[config.mk]
export PLATFORM = sky130hd
export DESIGN_NAME = lock_relock_ctrl
export DESIGN_NICKNAME = d
export VERILOG_FILES = /design/src/rtl/lock_relock_pkg.sv /design/src/rtl/lock_relock_sweep.sv /design/src/rtl/lock_relock_ctrl.sv
export SDC_FILE = /design/constraint.sdc
export NUM_CORES = 1
export LEC_CHECK = 0
export BUFFER_PORTS_ARGS = -buffer_cell sky130_fd_sc_hd__buf_2
export CAP_MARGIN = 5
export CORE_MARGIN = 2
export CORE_UTILIZATION = 25
export CTS_BUF_LIST = sky130_fd_sc_hd__clkbuf_4 sky130_fd_sc_hd__clkbuf_8 sky130_fd_sc_hd__clkbuf_16
export DETAILED_ROUTE_END_ITERATION = 10
export PLACE_DENSITY = 0.48
export SLEW_MARGIN = 20
export SYNTH_ARGS = -nofsm -noshare
export SYNTH_HDL_FRONTEND = slang
export SYNTH_HIERARCHICAL = 1
export SYNTH_SLANG_ARGS = --single-unit
[constraint.sdc]
create_clock -name clk_i -period 15.85 [get_ports clk_i]
set_input_delay 2.3775 -clock clk_i [delete_from_list [all_inputs] [get_ports clk_i]]
set_output_delay 2.3775 -clock clk_i [all_outputs]
set_load 0.03 [all_outputs]
[src/rtl/lock_relock_pkg.sv]
// Shared definitions for the lock/relock supervisor: state codes and widths.
package lock_relock_pkg;

  localparam int STATE_W  = 3;
  localparam int RELOCK_W = 16;

  typedef enum logic [STATE_W-1:0] {
    ST_IDLE   = 3'd0,
    ST_TRACK  = 3'd1,
    ST_LOCKED = 3'd2,
    ST_SWEEP  = 3'd3,
    ST_CATCH  = 3'd4,
    ST_FAULT  = 3'd5
  } state_e;

endpackage

[src/rtl/lock_relock_sweep.sv]
// Triangle generator for the integrator reset value: step divider, clamp to
// [min,max], direction flip on the cycle a bound is hit.
// Optional macro LOCK_RELOCK_TIMEOUT_EN exposes the bound-hit pulse.
module lock_relock_sweep #(
  parameter int DW = 14,
  parameter int CW = 16
) (
  input  logic                 clk_i,
  input  logic                 rstn_i,
  input  logic                 clr_i,
  input  logic                 load_i,
  input  logic                 run_i,
  input  logic signed [DW-1:0] min_i,
  input  logic signed [DW-1:0] max_i,
  input  logic        [DW-1:0] step_i,
  input  logic        [CW-1:0] div_i,
`ifdef LOCK_RELOCK_TIMEOUT_EN
  output logic                 hit_o,
`endif
  output logic signed [DW-1:0] val_o
);

  logic signed [DW-1:0] val_q, val_d;
  logic                 up_q, up_d;
  logic        [CW-1:0] div_q, div_d;
  logic                 hit;

  // Two guard bits so a full-scale step from a full-scale value cannot wrap.
  logic signed [DW+1:0] val_x, step_x, min_x, max_x, sum;

  assign val_x  = {{2{val_q[DW-1]}}, val_q};
  assign step_x = {2'b00, step_i};
  assign min_x  = {{2{min_i[DW-1]}}, min_i};
  assign max_x  = {{2{max_i[DW-1]}}, max_i};

  // Candidate next value and whether this step lands on (or past) a bound.
  always_comb begin
    sum = up_q ? (val_x + step_x) : (val_x - step_x);
    hit = 1'b0;
    if (div_q == '0 && min_i <= max_i && step_i != '0)
      hit = up_q ? (sum >= max_x) : (sum <= min_x);
  end

`ifdef LOCK_RELOCK_TIMEOUT_EN
  assign hit_o = hit;
`endif

  // Next value: clear, load at sweep entry, or divided step with clamp/reverse.
  always_comb begin
    val_d = val_q;
    up_d  = up_q;
    div_d = div_q;
    if (clr_i) begin
      val_d = '0;
      up_d  = 1'b1;
      div_d = '0;
    end else if (load_i) begin
      val_d = min_i;
      up_d  = 1'b1;
      div_d = div_i;
    end else if (run_i) begin
      if (div_q != '0) begin
        div_d = div_q - CW'(1);
      end else begin
        div_d = div_i;
        if (min_i > max_i) begin
          val_d = min_i;
        end else if (step_i != '0) begin
          if (hit) begin
            val_d = up_q ? max_i : min_i;
            up_d  = !up_q;
          end else begin
            val_d = sum[DW-1:0];
          end
        end
      end
    end
  end

  // Sweep registers.
  always_ff @(posedge clk_i or negedge rstn_i) begin
    if (!rstn_i) begin
      val_q <= '0;
      up_q  <= 1'b1;
      div_q <= '0;
    end else begin
      val_q <= val_d;
      up_q  <= up_d;
      div_q <= div_d;
    end
  end

  assign val_o = val_q;

endmodule

[src/rtl/lock_relock_ctrl.sv]
// Lock/relock supervisor for the PID block: declares lock and loss of lock,
// reacquires by sweeping the integrator reset value.
// Optional macro LOCK_RELOCK_TIMEOUT_EN adds sweep_tmo_i and the FAULT exit.
//
// state  | meaning
// IDLE   | disarmed, all control outputs low
// TRACK  | counting good/bad cycles toward lock or unlock
// LOCKED | locked_o high, watching for loss of lock
// SWEEP  | integrator held in reset, reset value swept as a triangle
// CATCH  | integrator released, waiting settle_i cycles
// FAULT  | sweep timed out, PID frozen until disabled
module lock_relock_ctrl
  import lock_relock_pkg::*;
#(
  parameter int DW = 14,
  parameter int CW = 16
) (
  input  logic                 clk_i,
  input  logic                 rstn_i,
  input  logic                 enable_i,
  input  logic signed [DW-1:0] err_i,
  input  logic signed [DW-1:0] ctrl_i,
  input  logic        [DW-1:0] win_i,
  input  logic        [DW-1:0] sat_thr_i,
  input  logic        [CW-1:0] lock_cnt_i,
  input  logic        [CW-1:0] unlock_cnt_i,
  input  logic signed [DW-1:0] sweep_min_i,
  input  logic signed [DW-1:0] sweep_max_i,
  input  logic        [DW-1:0] sweep_step_i,
  input  logic        [CW-1:0] sweep_div_i,
  input  logic        [CW-1:0] settle_i,
`ifdef LOCK_RELOCK_TIMEOUT_EN
  input  logic        [CW-1:0] sweep_tmo_i,
`endif
  output logic                 pid_freeze_o,
  output logic                 pid_ifreeze_o,
  output logic                 int_rst_o,
  output logic signed [DW-1:0] int_rst_val_o,
  output logic                 locked_o,
  output logic [STATE_W-1:0]   state_o,
  output logic [RELOCK_W-1:0]  relock_cnt_o
);

  state_e                state_q, state_d;
  logic [CW-1:0]         good_q, good_d, bad_q, bad_d, tmr_q, tmr_d;
  logic [RELOCK_W-1:0]   relock_q, relock_d;
  logic                  freeze_q, freeze_d, ifreeze_q, ifreeze_d;
  logic                  int_rst_q, int_rst_d, locked_q, locked_d;
  logic [DW:0]           err_x, ctrl_x, err_mag, ctrl_mag;
  logic                  in_win, railed, bad;
  logic [CW-1:0]         lock_eff, unlock_eff;
  logic                  tmo_hit;
  logic                  sw_clr, sw_load, sw_run;

  // Magnitudes in DW+1 bits so the most negative input is exact.
  assign err_x    = {err_i[DW-1], err_i};
  assign ctrl_x   = {ctrl_i[DW-1], ctrl_i};
  assign err_mag  = err_x[DW]  ? (~err_x + 1'b1)  : err_x;
  assign ctrl_mag = ctrl_x[DW] ? (~ctrl_x + 1'b1) : ctrl_x;
  assign in_win   = err_mag <= {1'b0, win_i};
  assign railed   = ctrl_mag >= {1'b0, sat_thr_i};
  assign bad      = !in_win || railed;

  assign lock_eff   = (lock_cnt_i == '0)   ? CW'(1) : lock_cnt_i;
  assign unlock_eff = (unlock_cnt_i == '0) ? CW'(1) : unlock_cnt_i;

`ifdef LOCK_RELOCK_TIMEOUT_EN
  logic          sw_hit;
  logic [CW-1:0] rev_q, rev_d;

  assign tmo_hit = (state_q == ST_SWEEP) && !in_win && sw_hit && (sweep_tmo_i != '0)
                   && (({1'b0, rev_q} + (CW+1)'(1)) >= {1'b0, sweep_tmo_i});

  // Bound reversals seen in the current sweep; cleared outside SWEEP.
  always_comb begin
    rev_d = '0;
    if (state_q == ST_SWEEP)
      rev_d = (sw_run && sw_hit && rev_q != '1) ? rev_q + CW'(1) : rev_q;
  end

  // Reversal counter register.
  always_ff @(posedge clk_i or negedge rstn_i) begin
    if (!rstn_i) rev_q <= '0;
    else         rev_q <= rev_d;
  end
`else
  assign tmo_hit = 1'b0;
`endif

  // Next state, run counters, settle timer and relock counter.
  always_comb begin
    state_d  = state_q;
    tmr_d    = tmr_q;
    relock_d = relock_q;
    case (state_q)
      ST_IDLE:   if (enable_i) state_d = ST_TRACK;
      ST_TRACK: begin
        if (bad_q >= unlock_eff)     state_d = ST_SWEEP;
        else if (good_q >= lock_eff) state_d = ST_LOCKED;
      end
      ST_LOCKED: begin
        if (bad_q >= unlock_eff) begin
          state_d  = ST_SWEEP;
          relock_d = (relock_q == '1) ? relock_q : relock_q + RELOCK_W'(1);
        end
      end
      ST_SWEEP: begin
        if (in_win) begin
          state_d = ST_CATCH;
          tmr_d   = settle_i;
        end else if (tmo_hit) begin
          state_d = ST_FAULT;
        end
      end
      ST_CATCH: begin
        if (tmr_q <= CW'(1)) state_d = ST_TRACK;
        else                 tmr_d   = tmr_q - CW'(1);
      end
      ST_FAULT:  state_d = ST_FAULT;
      default:   state_d = ST_IDLE;
    endcase
    if (!enable_i) state_d = ST_IDLE;

    good_d = '0;
    bad_d  = '0;
    if ((state_q == ST_TRACK || state_q == ST_LOCKED) &&
        (state_d == ST_TRACK || state_d == ST_LOCKED)) begin
      good_d = bad  ? '0 : ((good_q == '1) ? good_q : good_q + CW'(1));
      bad_d  = !bad ? '0 : ((bad_q == '1)  ? bad_q  : bad_q + CW'(1));
    end
  end

  // Registered outputs follow the state being entered.
  always_comb begin
    freeze_d  = (state_d == ST_FAULT);
    ifreeze_d = (state_d == ST_SWEEP) || (state_d == ST_FAULT);
    int_rst_d = (state_d == ST_SWEEP);
    locked_d  = (state_d == ST_LOCKED);
  end

  assign sw_clr  = (state_d == ST_IDLE);
  assign sw_load = (state_d == ST_SWEEP) && (state_q != ST_SWEEP);
  assign sw_run  = (state_q == ST_SWEEP) && enable_i && !in_win;

  lock_relock_sweep #(.DW(DW), .CW(CW)) u_sweep (
    .clk_i  (clk_i),
    .rstn_i (rstn_i),
    .clr_i  (sw_clr),
    .load_i (sw_load),
    .run_i  (sw_run),
    .min_i  (sweep_min_i),
    .max_i  (sweep_max_i),
    .step_i (sweep_step_i),
    .div_i  (sweep_div_i),
`ifdef LOCK_RELOCK_TIMEOUT_EN
    .hit_o  (sw_hit),
`endif
    .val_o  (int_rst_val_o)
  );

  // State, counters and output registers.
  always_ff @(posedge clk_i or negedge rstn_i) begin
    if (!rstn_i) begin
      state_q   <= ST_IDLE;
      good_q    <= '0;
      bad_q     <= '0;
      tmr_q     <= '0;
      relock_q  <= '0;
      freeze_q  <= 1'b0;
      ifreeze_q <= 1'b0;
      int_rst_q <= 1'b0;
      locked_q  <= 1'b0;
    end else begin
      state_q   <= state_d;
      good_q    <= good_d;
      bad_q     <= bad_d;
      tmr_q     <= tmr_d;
      relock_q  <= relock_d;
      freeze_q  <= freeze_d;
      ifreeze_q <= ifreeze_d;
      int_rst_q <= int_rst_d;
      locked_q  <= locked_d;
    end
  end

  assign pid_freeze_o  = freeze_q;
  assign pid_ifreeze_o = ifreeze_q;
  assign int_rst_o     = int_rst_q;
  assign locked_o      = locked_q;
  assign state_o       = state_q;
  assign relock_cnt_o  = relock_q;

endmodule

==> metrics.cfg, run 1 <==
[floorplanning]
ios=202
rows=72
die_h_um=201.4
initial_core_util_pct=25.25
fp.dieW_um=201.4
fp.dieArea_um2=40540
design.core.area_um2=38560

[grt]
grt_antenna_before_repair=4
grt_pass1_vias=9386
overflow=0
grt_pass1_wl_mm=49.29
grt_max_degree=61
track_usage_pct=15.10

[cts]
path_clk_slew_ps=100
postCtsSetupRepairBufs=0
postCtsHoldBufs=0
numCtsBuffers=9
cts_tree=done
clock_sinks=102
cts.path.max_buffers=2
clock-root-buffer=clkbuf_16
cts.htree.levels=3
clk_latency_ps=380
ctsResizeCount=0

[logic_synthesis]
netlist_top_cells_count=133 x ha_1, 121 x inv_1, 110 x nor2_1
ys_seq_area_share_pct=26.23
yosys.area.top_type=dfrtp_1
synthFlopType=dfrtp_1
ys_seq_elements=102
synth_fp_nets=1488
ys_async_sr_fraction_pct=100.0
synth_cell_types=82
synthTopCellsByArea=dfrtp_1 26%, ha_1 17%, xnor2_1 5.1%, o21ai_0 4.7%, inv_1 4.7%
synth-edff-count=0
syn_area_um2=9737
synthCells=1189
ys_warn_count=6
yosys.cell_count.top_type=ha_1
synth.top_cell.area_share_pct=25.96
avgSynthCellArea_um2=8.189

[pwr]
power_uw=812.1
power_leakage_uw=0.005708
peakVddDrop_v=0.00004470
power-per-cell-area_nw_per_um2=69.99

[setup_path]
cp-end-kind=flip-flop
timing.rr.end=u_sweep/val_o[2]
crit_type=input port to flip-flop
r2r_cells=19
path_max_fanout=14
startpoint_type=input port
r2r-start=u_sweep/up_q
crit_start=sweep_step_i[2]
crit_arrival_ps=7940
r2r_setup_slack_ps=10020
cp-endpoint=u_sweep/val_o[2]
critPathRequiredTime_ps=16140

[drt]
dr_total_vias=9294
wl_mm=30.45
route.detailed.drc=0
postRouteAntennaNets=0
drt_iter0_drc=375
drt_pass1_iterations=7
via_per_inst=4.886
drt-wirelength-per-cell_um=16.01

[timing]
maxSlewHeadroom_pct=37.60
finalHoldViolCount=0
worstMarginPinSlew_ps=935.9
setup_violations=0
setup-tns-final_ps=0
max_freq_ghz=0.1309
skew_ps=16.72
rsz0062_at_grt=no
fin_crit_sh_pct=48.21
post-route-min-period_ps=7641
maxSlewViolCount=0

[run_status]
status=finished, final reports clean

[worst_hold_path]
hold_class=flip-flop to flip-flop

[final_layout]
nNetsFinal=1675
area_delta_synth_final_pct=19.17
seq_area_um2=2554
fin_util_pct=30.09
drive_gt1_share_pct=18.46
n_fill_cell=4215
multi_input_area_um2=6569

[placement]
gp_congestion=0.8788
dp_hpwl_mm=24.34
numPortBuffers=201

[job]
cap_viol_max_count=0

worst min path at each step:
stage	startpoint	endpoint	slack, ps	cells after the start
floorplan	tmr_q[12]	tmr_q[12]	440	2
global placement	tmr_q[12]	tmr_q[12]	460	2
detailed placement	tmr_q[12]	tmr_q[12]	480	2
CTS	tmr_q[12]	tmr_q[12]	500	2
global route	relock_cnt_o[7]	relock_cnt_o[7]	530	1
finish	tmr_q[12]	tmr_q[12]	490	2
cell type report:
| class | instances | area share [%] |
|---|---|---|
| clock inverters | 7 | 0.7332 |
| repair buffers | 208 | 9.144 |
| clock buffers | 9 | 1.941 |
| flip-flops and latches | 102 | 22.01 |
| diodes | 3 | 0.06470 |
| inverters | 121 | 3.914 |
| multi-input cells | 934 | 56.61 |
| well taps | 518 | 5.586 |
flip-flops by register name, indices dropped and copies added (netlist names):
signal / flops
int_rst_o: 1
relock_cnt_o: 16
bad_q: 16
pid_ifreeze_o: 1
state_o: 3
good_q: 16
locked_o: 1
u_sweep/val_o: 14
tmr_q: 16
pid_freeze_o: 1
u_sweep/div_q: 16
u_sweep/up_q: 1
metrics by stage:
| stage | setup WS, ps | hold slack [ps] | cell area (µm²) | std cells |
|---|---|---|---|---|
| finish | 8209 | 493.7 | 11600 | 1902 |
| global route | 7734 | 529.0 | 11600 | 1899 |
| CTS | 8299 | 499.0 | 11600 | 1899 |
| detailed placement | 7909 | 476.2 | 11290 | 1883 |
| global placement | 7991 | 460.4 | 11290 | 1883 |
| floorplan | 8892 | 441.5 | 9737 | 1189 |
worst max-delay path: stages:
cell and delay (ps):
buf_2 110, nor2_1 270, nand3_1 180, nor3_1 450, a21oi_1 160, xor2_1 180
ha_1 220, a21o_1 190, or4_1 410, a41o_1 260, a31oi_1 250, o21ai_0 160
xnor2_1 300, ha_1 320, nand4_1 130, or2_4 160, a211oi_2 50, nor4_1 300
mux2_4 350, o21ai_2 730, o22ai_1 180, o2bb2ai_1 170
routing by layer:
layer / GRT usage (%) / wire [µm]
met5: 0 / 27
met4: 4.858 / 650
met1: 19.28 / 13750
met3: 3.337 / 1939
met2: 25.25 / 14080
cells in the final DEF (no fill, tap or decap), types with 11 or more instances in the layout:
master,count
xnor2_1,57
nor3_1,35
buf_2,200
nor2_1,110
and2_1,12
inv_1,121
dfrtp_1,101
a21o_1,19
o2bb2ai_1,13
o21ai_0,91
nand2b_1,16
nor4_1,20
and3_1,18
ha_1,133
a21oi_1,78
nand3_1,42
xor2_1,28
nand2_1,65
or3_1,12
o31ai_1,11
nand4_1,35
where the power goes:
| group | internal, µW | leakage (µW) | switching [µW] |
|---|---|---|---|
| sequential | 280 | 0.00138 | 25.3 |
| combinational | 108 | 0.00418 | 156 |
| clock | 113 | 0.000147 | 129 |
cell families after synthesis:
| kind of cell | count (synthesis) | share of synthesized area [%] |
|---|---|---|
| AO/OA/AOI/OAI | 299 | 19.84 |
| buffers and inverters | 153 | 6.374 |
| multiplexers | 7 | 0.8481 |
| flip-flops | 102 | 26.23 |
| XOR/XNOR | 85 | 7.646 |
| adder cells (fa/ha/maj) | 134 | 17.30 |
| AND/OR/NAND/NOR | 409 | 21.77 |
(Power assumes the default switching activity.)
==> run 2, diff against run 1 <==
clock period = 7.12 ns   (was 15.85 ns; I/O delays follow)
==> run 2 against run 1 <==
- sequential power increased by 120%
- worst hold slack got worse by 12 ps
- cell count about the same
- setup slack got worse by 7500 ps
- sequential share of layout area about the same
- clock-buffer cell count unchanged
- non-clock buffer count increased by 1
- total power increased by 120%
- routed wire length increased by 0.28%
- combinational power increased by 120%
- first-iteration DRC count decreased by 6.9%
- critical endpoint is now u_sweep/val_o[11]
- largest cell class unchanged
- largest power group unchanged
==> metrics.cfg, run 2 (same netlist as run 1, synthesis figures left out) <==
[setup_path]
critPathRequiredTime_ps=7420
cp_slowest_cell=or3_1
worstPathCellList=buf_2, nor2_1, nand3_1, nor3_1, a21oi_1, xor2_1, ha_1, a21o_1, or4_1, a41o_1, a31oi_1, o21ai_0, xnor2_1, ha_1, and4_4, nand3_1, a211oi_1, nor4_1, o311ai_2, or3_1, o221ai_1, o2bb2ai_1
cp-end-kind=flip-flop
crit_family=simple AND/OR/NAND/NOR gates
crit_arrival_ps=6700
max_stage_delay_ps=720
crit_type=input port to flip-flop
path_max_fanout=14
path_buf_inv=1
startpoint_type=input port

[drt]
drt_iter0_drc=349
drt_pass1_iterations=4
postRouteAntennaNets=0
dr_total_vias=9247
wl_mm=30.54
route.detailed.drc=0
drt-wirelength-per-cell_um=16.06
via_per_inst=4.864

[cts]
clock-root-buffer=clkbuf_16
cts_tree=done
clock_sinks=102
path_clk_slew_ps=90
postCtsSetupRepairBufs=0
numCtsBuffers=9
cts.path.max_buffers=2
clk_latency_ps=380
postCtsHoldBufs=0
ctsResizeCount=0
cts.htree.levels=3

[timing]
hold_ws_ps=481.3
post-route-min-period_ps=6394
setup-tns-final_ps=0
maxSlewViolCount=0
setup_violations=0
maxSlewHeadroom_pct=43.96
max_freq_ghz=0.1564
finalHoldViolCount=0
fin_crit_sh_pct=89.80
skew_ps=13.68
rsz0062_at_grt=no
worstMarginPinSlew_ps=840.6

[floorplanning]
design.core.area_um2=38560
initial_core_util_pct=25.25
ios=202
fp.dieArea_um2=40540
rows=72
die_h_um=201.4
fp.dieW_um=201.4

[pwr]
power-per-cell-area_nw_per_um2=156.6
power_leakage_uw=0.005714
peakVddDrop_v=0.00008020
power_uw=1819

[placement]
dp_hpwl_mm=24.39
gp_congestion=0.8949
post_dp_cell_area_um2=11290
numPortBuffers=201

[job]
cap_viol_max_count=0

[grt]
grt_antenna_before_repair=5
grt_pass1_wl_mm=49.25
grt_max_degree=60
overflow=0
grt_pass1_vias=9356
track_usage_pct=15.15

[run_status]
status=finished, final reports clean

[final_layout]
area_delta_synth_final_pct=19.25
drive_gt1_share_pct=18.52
fin_area_um2=11610
nNetsFinal=1676
n_fill_cell=4237
layout_commonest_cell=buf_2
final_cell_mix=200 x buf_2, 133 x ha_1, 121 x inv_1, 110 x nor2_1, 101 x dfrtp_1

[worst_hold_path]
hold_class=flip-flop to flip-flop

run 2: cell types whose count changed in the layout (fill, tap and decap cells not counted):
| cell | delta |
|---|---|
| clkinv_8 | +1 |
| inv_8 | -1 |
| diode_2 | -2 |
| buf_4 | +1 |
run 2: final timing paths:
| path | slack (ps) | from | cells after the start | endpoint |
|---|---|---|---|---|
| max reg2reg | 1230 | u_sweep/up_q | 19 | u_sweep/val_o[11] |
| min reg2reg | 480 | tmr_q[12] | 2 | tmr_q[12] |
| min | 480 | tmr_q[12] | 2 | tmr_q[12] |
| max | 730 | sweep_step_i[2] | 22 | u_sweep/val_o[11] |
| max in group asynchronous | 5140 | rstn_i | 2 | good_q[5] |
| min in group asynchronous | 690 | rstn_i | 1 | u_sweep/val_o[8] |
run 2: final cells by class:
class	instances	area (µm²)	share of cell area, %
Multi-Input combinational cell	934	6569	56.57
Inverter	121	454.2	3.912
Timing Repair Buffer	209	1069	9.203
Clock buffer	9	225.2	1.940
Clock inverter	7	90.09	0.7759
Sequential cell	102	2554	21.99
Tap cell	518	648.1	5.582
Antenna cell	1	2.502	0.02155
run 2: where the power goes:
group	switching [µW]	leakage [µW]	internal (µW)
sequential	55.6	0.00138	623
combinational	350	0.00418	242
clock	295	0.000148	253
total	700	0.00571	1120
run 2: stage by stage:
step           utilization (%)  cells  worst slack [ps]
3_3_place_gp             29.29   1884             495.0
6_report                 30.11   1901             726.0
4_1_cts                  30.11   1900             875.6
3_5_place_dp             29.29   1884             475.4
2_1_floorplan                -   1189              1471
5_1_grt                  30.11   1900             400.1
run 2: per-layer routing:
| metal | GRT usage [%] | up-vias | wire length (µm) | share of wire [%] |
|---|---|---|---|---|
| met5 | 0 | - | 46 | 0.15 |
| met4 | 4.543 | 6 | 586 | 1.9 |
| met3 | 4.082 | 34 | 2095 | 6.9 |
| met2 | 25.65 | 220 | 14350 | 47 |
| met1 | 18.75 | 4308 | 13460 | 44 |
| li1 | - | 4679 | - | - |
run 2: worst reg2reg max path: cells and delay by family (launching register included):
| kind | cells | cell delay [ps] |
|---|---|---|
| adders and majority gates | 2 | 540 |
| buffers and inverters | 1 | 250 |
| DFF | 1 | 810 |
| and+or+nand+nor | 6 | 2080 |
| AOI/OAI and AO/OA | 8 | 1860 |
| xor gates and xnor gates | 2 | 280 |
